<file path="config.mk">
export PLATFORM = sky130hd
export DESIGN_NAME = uart_tx_arbiter_flat
export DESIGN_NICKNAME = d
export VERILOG_FILES = /design/src/rtl/uart_pkg.sv /design/src/rtl/uart_tx_arbiter_if.sv /design/src/rtl/uart_tx_arbiter_rr_picker.sv /design/src/rtl/uart_tx_arbiter.sv /design/src/flat_wrapper.sv
export SDC_FILE = /design/constraint.sdc
export NUM_CORES = 1
export LEC_CHECK = 0
export BUFFER_PORTS_ARGS = -buffer_cell sky130_fd_sc_hd__buf_2
export CAP_MARGIN = 20
export CORE_ASPECT_RATIO = 0.5
export CORE_MARGIN = 2
export CORE_UTILIZATION = 59
export CTS_BUF_LIST = sky130_fd_sc_hd__clkbuf_16
export DETAILED_ROUTE_END_ITERATION = 10
export PLACE_DENSITY = 0.95
export SLEW_MARGIN = 10
export SYNTH_ARGS = -nofsm -noshare
export SYNTH_HDL_FRONTEND = slang
export SYNTH_SLANG_ARGS = --single-unit
</file>
<file path="constraint.sdc">
create_clock -name i_Clock -period 5.21 [get_ports i_Clock]
set_clock_uncertainty 0.05 [all_clocks]
set_input_delay 1.042 -clock i_Clock [delete_from_list [all_inputs] [get_ports i_Clock]]
set_output_delay 1.042 -clock i_Clock [all_outputs]
set_load 0.02 [all_outputs]
</file>
<file path="src/rtl/uart_pkg.sv">
// Shared types and constants for the uart_tx arbiter slice.
package uart_pkg;

    localparam int BYTE_W = 8;
    localparam logic [3:0] TAG_HI_DEFAULT = 4'hA;

    typedef enum logic [2:0] {
        IDLE      = 3'd0,
        SEND      = 3'd1,
        WAIT_DONE = 3'd2,
        GAP       = 3'd3
    } state_t;

    // Tag byte identifying the source: upper nibble, a zero bit, then the requester index.
    function automatic logic [BYTE_W-1:0] make_tag(input logic [3:0] hi, input logic [2:0] id);
        return {hi, 1'b0, id};
    endfunction

endpackage

</file>
<file path="src/rtl/uart_tx_arbiter_if.sv">
// Requester and transmitter handshake bundle for the uart_tx arbiter.
// The arbiter attaches through the slave modport, the environment through master.
interface uart_tx_arbiter_if
    import uart_pkg::*;
#(
    parameter int N_REQ = 4
);
    logic [N_REQ-1:0]        i_req_valid;
    logic [BYTE_W*N_REQ-1:0] i_req_data;
    logic [N_REQ-1:0]        o_req_ready;
    logic                    o_tx_start;
    logic [BYTE_W-1:0]       o_tx_byte;
    logic                    i_tx_done;
    logic                    o_busy;
    logic [2:0]              o_grant_id;
    logic                    o_timeout_err;

    modport slave (
        input  i_req_valid, i_req_data, i_tx_done,
        output o_req_ready, o_tx_start, o_tx_byte, o_busy, o_grant_id, o_timeout_err
    );

    modport master (
        output i_req_valid, i_req_data, i_tx_done,
        input  o_req_ready, o_tx_start, o_tx_byte, o_busy, o_grant_id, o_timeout_err
    );
endinterface

</file>
<file path="src/rtl/uart_tx_arbiter_rr_picker.sv">
// Combinational round-robin picker: rotate the valid vector so rr_ptr sits at
// bit 0, take the lowest set bit, then rotate the offset back to an index.
module rr_picker #(
    parameter int N_REQ = 4,
    parameter int PW    = (N_REQ > 1) ? $clog2(N_REQ) : 1
) (
    input  logic [N_REQ-1:0] valid,
    input  logic [PW-1:0]    rr_ptr,
    output logic             any_valid,
    output logic [PW-1:0]    grant
);

    logic [N_REQ-1:0] rotated;
    logic [PW-1:0]    offset;
    int               sum;

    assign any_valid = |valid;

    // Rotate, priority-encode the rotated vector, and map the winner back to its index.
    always_comb begin
        rotated = '0;
        offset  = '0;
        sum     = 0;
        grant   = '0;
        for (int i = 0; i < N_REQ; i++) begin
            sum = int'(rr_ptr) + i;
            if (sum >= N_REQ) sum = sum - N_REQ;
            rotated[i] = valid[PW'(sum)];
        end
        for (int i = N_REQ - 1; i >= 0; i--) begin
            if (rotated[i]) offset = PW'(i);
        end
        sum = int'(rr_ptr) + int'(offset);
        if (sum >= N_REQ) sum = sum - N_REQ;
        grant = PW'(sum);
    end

endmodule

</file>
<file path="src/rtl/uart_tx_arbiter.sv">
// Round-robin scheduler sharing one uart_tx between N_REQ byte producers.
// Each grant accepts one byte, optionally preceded by a source tag byte,
// drives the transmitter start/done handshake, then idles for a fixed gap.
// A watchdog abandons the frame if the transmitter never reports done.
module uart_tx_arbiter
    import uart_pkg::*;
#(
    parameter int         N_REQ      = 4,
    parameter bit         SEND_TAG   = 1'b1,
    parameter logic [3:0] TAG_HI     = TAG_HI_DEFAULT,
    parameter int         GAP_CYCLES = 16,
    parameter int         TIMEOUT    = 200000
) (
    input  logic              i_Clock,
    input  logic              i_reset_n,
    uart_tx_arbiter_if.slave  bus
);

    localparam int PW = $clog2(N_REQ);
    localparam int WW = $clog2(TIMEOUT + 1);
    localparam int GW = (GAP_CYCLES > 0) ? $clog2(GAP_CYCLES + 1) : 1;
    localparam logic [WW-1:0] WD_LAST  = WW'(TIMEOUT - 1);
    localparam logic [GW-1:0] GAP_LAST = GW'((GAP_CYCLES > 0) ? GAP_CYCLES - 1 : 0);

    state_t            state, state_n;
    logic [PW-1:0]     rr_ptr, rr_ptr_n;
    logic [BYTE_W-1:0] data_q, data_n;
    logic [2:0]        grant_q, grant_n;
    logic [BYTE_W-1:0] tx_byte_q, tx_byte_n;
    logic              tag_phase, tag_phase_n;
    logic [WW-1:0]     wdog, wdog_n;
    logic [GW-1:0]     gap_cnt, gap_cnt_n;

    logic [N_REQ-1:0]  req_ready;
    logic              tx_start;
    logic              timeout_err;
    logic              any_valid;
    logic [PW-1:0]     pick;

    rr_picker #(
        .N_REQ (N_REQ),
        .PW    (PW)
    ) u_picker (
        .valid     (bus.i_req_valid),
        .rr_ptr    (rr_ptr),
        .any_valid (any_valid),
        .grant     (pick)
    );

    // Next-state and handshake outputs; every register holds unless a state says otherwise.
    always_comb begin
        state_n     = state;
        rr_ptr_n    = rr_ptr;
        data_n      = data_q;
        grant_n     = grant_q;
        tx_byte_n   = tx_byte_q;
        tag_phase_n = tag_phase;
        wdog_n      = wdog;
        gap_cnt_n   = gap_cnt;
        req_ready   = '0;
        tx_start    = 1'b0;
        timeout_err = 1'b0;

        case (state)
            IDLE: begin
                if (any_valid) begin
                    req_ready[pick] = 1'b1;
                    data_n          = bus.i_req_data[int'(pick)*BYTE_W +: BYTE_W];
                    grant_n         = 3'(pick);
                    rr_ptr_n        = (pick == PW'(N_REQ - 1)) ? '0 : pick + 1'b1;
                    if (SEND_TAG) begin
                        tx_byte_n   = make_tag(TAG_HI, 3'(pick));
                        tag_phase_n = 1'b1;
                    end else begin
                        tx_byte_n   = bus.i_req_data[int'(pick)*BYTE_W +: BYTE_W];
                        tag_phase_n = 1'b0;
                    end
                    state_n = SEND;
                end
            end

            SEND: begin
                tx_start = 1'b1;
                wdog_n   = '0;
                state_n  = WAIT_DONE;
            end

            WAIT_DONE: begin
                wdog_n = wdog + 1'b1;
                if (bus.i_tx_done) begin
                    if (tag_phase) begin
                        tag_phase_n = 1'b0;
                        tx_byte_n   = data_q;
                        state_n     = SEND;
                    end else begin
                        gap_cnt_n = '0;
                        state_n   = (GAP_CYCLES == 0) ? IDLE : GAP;
                    end
                end else if (wdog == WD_LAST) begin
                    timeout_err = 1'b1;
                    tag_phase_n = 1'b0;
                    gap_cnt_n   = '0;
                    state_n     = (GAP_CYCLES == 0) ? IDLE : GAP;
                end
            end

            GAP: begin
                if (gap_cnt == GAP_LAST) begin
                    state_n = IDLE;
                end else begin
                    gap_cnt_n = gap_cnt + 1'b1;
                end
            end

            default: state_n = IDLE;
        endcase
    end

    // State and datapath registers, cleared immediately when reset asserts.
    always_ff @(posedge i_Clock or negedge i_reset_n) begin
        if (!i_reset_n) begin
            state     <= IDLE;
            rr_ptr    <= '0;
            data_q    <= '0;
            grant_q   <= '0;
            tx_byte_q <= '0;
            tag_phase <= 1'b0;
            wdog      <= '0;
            gap_cnt   <= '0;
        end else begin
            state     <= state_n;
            rr_ptr    <= rr_ptr_n;
            data_q    <= data_n;
            grant_q   <= grant_n;
            tx_byte_q <= tx_byte_n;
            tag_phase <= tag_phase_n;
            wdog      <= wdog_n;
            gap_cnt   <= gap_cnt_n;
        end
    end

    // The accept pulse is combinational from requester valid, so it is masked
    // while reset is held to keep every output quiet during reset.
    assign bus.o_req_ready   = req_ready & {N_REQ{i_reset_n}};
    assign bus.o_tx_start    = tx_start;
    assign bus.o_tx_byte     = tx_byte_q;
    assign bus.o_busy        = (state != IDLE);
    assign bus.o_grant_id    = grant_q;
    assign bus.o_timeout_err = timeout_err;

endmodule

</file>
<file path="src/flat_wrapper.sv">
// flat-port wrapper written by rule: the top's interface ports become plain ports
module uart_tx_arbiter_flat import uart_pkg::*;
#(
    parameter int         N_REQ      = 4,
    parameter bit         SEND_TAG   = 1'b1,
    parameter logic [3:0] TAG_HI     = TAG_HI_DEFAULT,
    parameter int         GAP_CYCLES = 16,
    parameter int         TIMEOUT    = 200000
)
  (i_Clock, i_reset_n, bus_i_req_valid, bus_i_req_data, bus_i_tx_done, bus_o_req_ready, bus_o_tx_start, bus_o_tx_byte, bus_o_busy, bus_o_grant_id, bus_o_timeout_err);
  uart_tx_arbiter_if #(.N_REQ(N_REQ)) bus_i ();
  input  logic i_Clock;
  input  logic i_reset_n;
  input wire logic [$bits(bus_i.i_req_valid)-1:0] bus_i_req_valid;
  input wire logic [$bits(bus_i.i_req_data)-1:0] bus_i_req_data;
  input wire logic [$bits(bus_i.i_tx_done)-1:0] bus_i_tx_done;
  output wire logic [$bits(bus_i.o_req_ready)-1:0] bus_o_req_ready;
  output wire logic [$bits(bus_i.o_tx_start)-1:0] bus_o_tx_start;
  output wire logic [$bits(bus_i.o_tx_byte)-1:0] bus_o_tx_byte;
  output wire logic [$bits(bus_i.o_busy)-1:0] bus_o_busy;
  output wire logic [$bits(bus_i.o_grant_id)-1:0] bus_o_grant_id;
  output wire logic [$bits(bus_i.o_timeout_err)-1:0] bus_o_timeout_err;
  assign bus_i.i_req_valid = bus_i_req_valid;
  assign bus_i.i_req_data = bus_i_req_data;
  assign bus_i.i_tx_done = bus_i_tx_done;
  assign bus_o_req_ready = bus_i.o_req_ready;
  assign bus_o_tx_start = bus_i.o_tx_start;
  assign bus_o_tx_byte = bus_i.o_tx_byte;
  assign bus_o_busy = bus_i.o_busy;
  assign bus_o_grant_id = bus_i.o_grant_id;
  assign bus_o_timeout_err = bus_i.o_timeout_err;
  uart_tx_arbiter #(.N_REQ(N_REQ), .SEND_TAG(SEND_TAG), .TAG_HI(TAG_HI), .GAP_CYCLES(GAP_CYCLES), .TIMEOUT(TIMEOUT)) u_core (.i_Clock(i_Clock), .i_reset_n(i_reset_n), .bus(bus_i));
endmodule
</file>
# == Word-level counts from Yosys, hierarchy flattened ==
# Index checks and enable logic that the tools add are counted.
# W data, S select, Z words.
# op_classes
n_reduce_logical,12
shift,1
order_cmp,11
n_addsub,12
n_eq_ne,13
mux,50
n_bitwise,1
# ops
cell,n
$pmux W18 S2,1
$shiftx A32 B6 Y8,1
$mux W8,3
$mux W2,11
$mux W5,4
$add A18 B1 Y18 const B,1
$eq A18 B18 Y1 const B,1
$lt A2 B4 Y1 const B,4
$mux W1,16
$pmux W8 S2,1
$ge A3 B3 Y1 const B,4
$mux W3,4
$pmux W3 S4,1
$pmux W5 S2,1
$sub A2 B1 Y2 const B,5
$bmux W1 S2,4
$mux W4,2
$reduce_and A4 Y1,2
$add A2 B2 Y3 const B,2
$eq A3 B2 Y1 const B,2
$ne A2 B1 Y1 const B,3
$reduce_and A3 Y1,2
$reduce_bool A2 Y1,3
$add A5 B1 Y5 const B,1
20 further kinds,21
# totals
input_bits,39
regBits,47

# == Logic depth before layout (Yosys ltp) ==
# logic_depth
ltp_word,20
mapped_depth,14

# == Cells and area by module ==
# From an unflattened synthesis, not the netlist that was laid out.
# hier_totals
hier_cells,314
area_unflattened_um2,2902.8
# modules_own_cells
module,n_inst,cells_each,area_per_inst_um2
uart_tx_arbiter,1,289,2736.4
rr_picker,1,25,166.4

# == Least setup slack after synthesis ==
# OpenSTA, ideal clock, no wires.
# synth_timing
path_type,input -> output
start,in bus_i_req_valid[2]
end,out bus_o_req_ready[1]
path_buffers,1
arrival_ns,3.084
required_time_ns,4.118
cell_stages,9
slack_ns,1.034
cell_sequence,buf_2 > or4_1 > nand3_1 > ha_1 > xor2_1 > a21oi_4 > nor2_2 > inv_2 > nor3b_1
# synth_between
elab_chain_len,17
elab_cells_between_ends,29
cone_classes,add/sub (2); order compare (3); mux (21); bitwise (1); reduce/logical (2)
# synth_lines
item,line_no,rtl
from (decl),flat_wrapper.sv:14,input wire logic [$bits(bus_i.i_req_valid)-1:0] bus_i_req_valid;
$bmux W1 S2,uart_tx_arbiter_rr_picker.sv:28,rotated[i] = valid[PW'(sum)];
$mux W1 (implied by the code) (2 in series),uart_tx_arbiter_rr_picker.sv:28,
$mux W2 (4 in series),uart_tx_arbiter_rr_picker.sv:31,if (rotated[i]) offset = PW'(i);
$add A2 B2 Y3,uart_tx_arbiter_rr_picker.sv:33,sum = int'(rr_ptr) + int'(offset);
$ge A3 B3 Y1 or $sub A2 B1 Y2 (tied branches),uart_tx_arbiter_rr_picker.sv:34,if (sum >= N_REQ) sum = sum - N_REQ;
$mux W2,uart_tx_arbiter_rr_picker.sv:34,
$lt A2 B3 Y1 (implied by the code) or $ge A2 B1 Y1 (tied branches),uart_tx_arbiter.sv:67,req_ready[pick] = 1'b1;
$logic_and A1 B1 Y1 (implied by the code),uart_tx_arbiter.sv:67,
$mux W1 (implied by the code),uart_tx_arbiter.sv:67,
$demux W1 S2,n/a,
$mux W4 (*),uart_tx_arbiter.sv:66,if (any_valid) begin
$mux W4 (*),uart_tx_arbiter.sv:64,case (state)
$and A4 B4 Y4 (*),uart_tx_arbiter.sv:144,assign bus.o_req_ready = req_ready & {N_REQ{i_reset_n}};
to (decl),flat_wrapper.sv:17,output wire logic [$bits(bus_i.o_req_ready)-1:0] bus_o_req_ready;
# Mark *: on every way between the ends. The rest lies on a longest branch, timed or not. The select of a mux whose other input is x is not followed.

# == Worst setup path in the final report ==
# layout_timing
start,in bus_i_req_valid[2]
end,out bus_o_req_ready[3]
# The elaborated chain is that of the path after synthesis.

==> results by group <==
Run status
  – Run status: complete, no violations

Worst setup path
  – Setup crit end kind: output port
  – CP required: 4.12 ns
  – Worst Setup Path Type: in2out
  – Data arrival time of the critical path: 3.27 ns
  – Worst Setup Start Kind: input pin
  – CP max FO: 9

Clocking
  – Clk buf depth: 2
  – Clock Latency Late Sink: 0.29 ns
  – Post-CTS setup buffer count: 0
  – CTS Buf Count: 5
  – H-tree depth: 2
  – Clock sinks: 46
  – Cts hold-fix bufs: 0
  – Root Buffer: clkbuf_16
  – CTS tree: done
  – CTS clock-pin slew for the worst setup and hold paths: 0.07 ns
  – Post_cts resized: 0

Placement
  – RePlAce Congestion: 0.853
  – Area after DPL: 0.00303 mm²
  – Total placed cells including tap cells: 410
  – DPL Wire Length: 4790 µm
  – Buffers added on ports: 55

GRT
  – Grt total ovfl: 0
  – Met3 usage: 0.0347
  – Vias in the first global route: 2441
  – GR Layer Usage met1: 0.352
  – GRT busiest layer: met2
  – Largest net degree at the start of global routing: 49
  – Antenna violations before repair: 0
  – GRT met2 Usage: 0.529
  – GRT Total Usage: 0.284
  – First-pass GRT wire length: 11600 µm

Cells and area
  – N_diodes: 0
  – Nets: 409
  – Filler instances: 309
  – Layout Cells excl Fill: 419
  – Commonest non-fill, non-tap cells in the layout: 55 x buf_2, 48 x nand2_1, 46 x dfrtp_1, 28 x nor2_1, 20 x nor2b_1
  – Finished layout cell area: 0.00318 mm²
  – Share of layout cells above drive strength 1: 0.199
  – Area Overhead vs Synth: 15.9%
  – Most common cell after layout, fill and taps aside: buf_2

Route
  – DR vias: 2551
  – First-pass iteration count of the detailed router: 5
  – Detailed Route WL: 7060 µm
  – DRC: 0
  – Antenna Violating Nets Remaining: 0
  – DRT iter0 DRCs: 140
  – WL/cell: 16.8 µm
  – Vias per cell: 6.09

Power
  – Pwr/cell area: 584 mW/mm²
  – Leak: 1.46 nW
  – Peak VDD IR: 0.000437 V

Logic synthesis
  – Post-synthesis sequential area ratio: 0.420
  – Count of cell types in the netlist: 43
  – YS warnings: 0
  – Seq cells post-synth: 46
  – Yosys top cell area share: 0.420
  – Largest area contributor in the netlist: dfrtp_1
  – Synth top area cells: dfrtp_1 42%, nand2_1 6.6%, nor2b_1 4.6%
  – Post-Syn Nets: 360
  – Cell Area, Synth: 0.00274 mm²
  – Post-Syn Instances: 312
  – Avg Inst Size Synth: 8.79 µm²

Floorplanning
  – Initial Util: 0.620
  – Die height: 52.2 µm
  – Die Span X: 100 µm
  – Rows: 17
  – Top-Level Pins: 57
  – CORE AREA: 0.00442 mm²
  – Die Area: 0.00524 mm²

Timing
  – Fin. Hold Viols: 0
  – Worst-Margin Slew: 0.818 ns
  – Setup TNS Final: 0 ns
  – Max Freq: 229 MHz
  – Slew headroom: 0.455
  – Period minus WS final: 4.36 ns
  – Unrepaired setup endpoints after global routing: false
  – Max-slew violations: 0
  – Setup violators final: 0
  – Tcrit/Tclk final: 0.837

Hold path
  – Min-Delay Path Class: reg2reg

Job
  – Max cap viols: 0
report_power, final:
group | internal, W | leakage [nW] | switching [W]
clock network | 0.000174 | 0.0724 | 0.000134
registers | 0.000464 | 0.604 | 0.0000930
logic | 0.000331 | 0.782 | 0.000660
total | 0.000969 | 1.46 | 0.000887
cell families after synthesis:
family          Yosys count  synth area share
other cells               1           0.00137
simple gates            144             0.264
mux                       5            0.0182
xor+xnor                 15            0.0479
buf+inv                  27            0.0406
flops                    46             0.420
fa+ha+maj                 9            0.0411
compound gates           65             0.167
per-stage QoR:
| stage | hold slack [ns] | setup WS [ns] | total power, W | util |
|---|---|---|---|---|
| global route | 0.469 | 0.606 | 0.00199 | 0.719 |
| detailed placement | 0.411 | 0.864 | 0.00150 | 0.686 |
| finish | 0.443 | 0.850 | 0.00186 | 0.719 |
| CTS | 0.442 | 0.864 | 0.00182 | 0.717 |
| floorplan | 0.398 | 1.03 | 0.00127 | - |
| global placement | 0.405 | 0.979 | 0.00144 | 0.686 |
path summary, 6_finish.rpt:
check	start	end	slack, ns	cells past startpoint
worst max-delay path	bus_i_req_valid[2]	bus_o_req_ready[3]	0.85	11
worst min-delay path	u_core.bus.o_tx_byte[0]	u_core.bus.o_tx_byte[0]	0.44	2
worst max register to register	u_core.rr_ptr[0]	u_core.data_q[7]	2.46	7
worst min register to register	u_core.bus.o_tx_byte[0]	u_core.bus.o_tx_byte[0]	0.44	2
max in group asynchronous	i_reset_n	u_core.wdog[12]	3.90	2
min in group asynchronous	i_reset_n	u_core.data_q[5]	0.81	2
layer usage:
metal  share of wire  wire (µm)
met3           0.062        439
met1            0.40       2800
met2            0.51       3630
met4           0.026        180
met5               0          0
state kept, by name, indices dropped and copies added, names as in the netlist:
register / flops
u_core.bus.o_grant_id: 2
u_core.bus.o_tx_byte: 8
u_core.data_q: 8
u_core.gap_cnt: 5
u_core.rr_ptr: 2
u_core.state: 2
u_core.tag_phase: 1
u_core.wdog: 18
area by class of cell:
cell class                      instances  area [µm²]  share of cell area
Clock inverter                          3        12.5             0.00394
Inverter                               11        41.3              0.0130
Multi-Input combinational cell        239        1480               0.466
Sequential cell                        46        1150               0.362
Clock buffer                            5         125              0.0394
Timing Repair Buffer                   58         298              0.0937
Tap cell                               57        71.3              0.0224
synthesized netlist by cell type (all sizes together):
cell,instances
a21oi,6
ha,9
nand2b,4
o21ai,21
and4b,1
o31ai,10
o21a,1
and3,5
inv,11
nand4,2
or4,2
o211ai,4
nand3,17
nor4,1
mux2i,5
a22o,4
nor3b,2
a21o,2
nand2,48
nor4b,3
nand3b,2
or3,2
clkbuf,9
and4,1
buf,7
nor2b,20
nor2,29
nor3,5
dfrtp,46
xor2,10
a2111oi,8
xnor2,5
o2bb2ai,1
conb,1
a221oi,8
worst max-delay path, cell delays in order:
cell     delay (ns)
buf_2          0.15
or4_1          0.51
nand3_1        0.10
ha_1           0.20
xnor2_1        0.11
nor3_2         0.48
nor2_2         0.12
inv_2          0.09
ha_1           0.16
and3_1         0.14
buf_2          0.16
(Power assumes the default switching activity.)
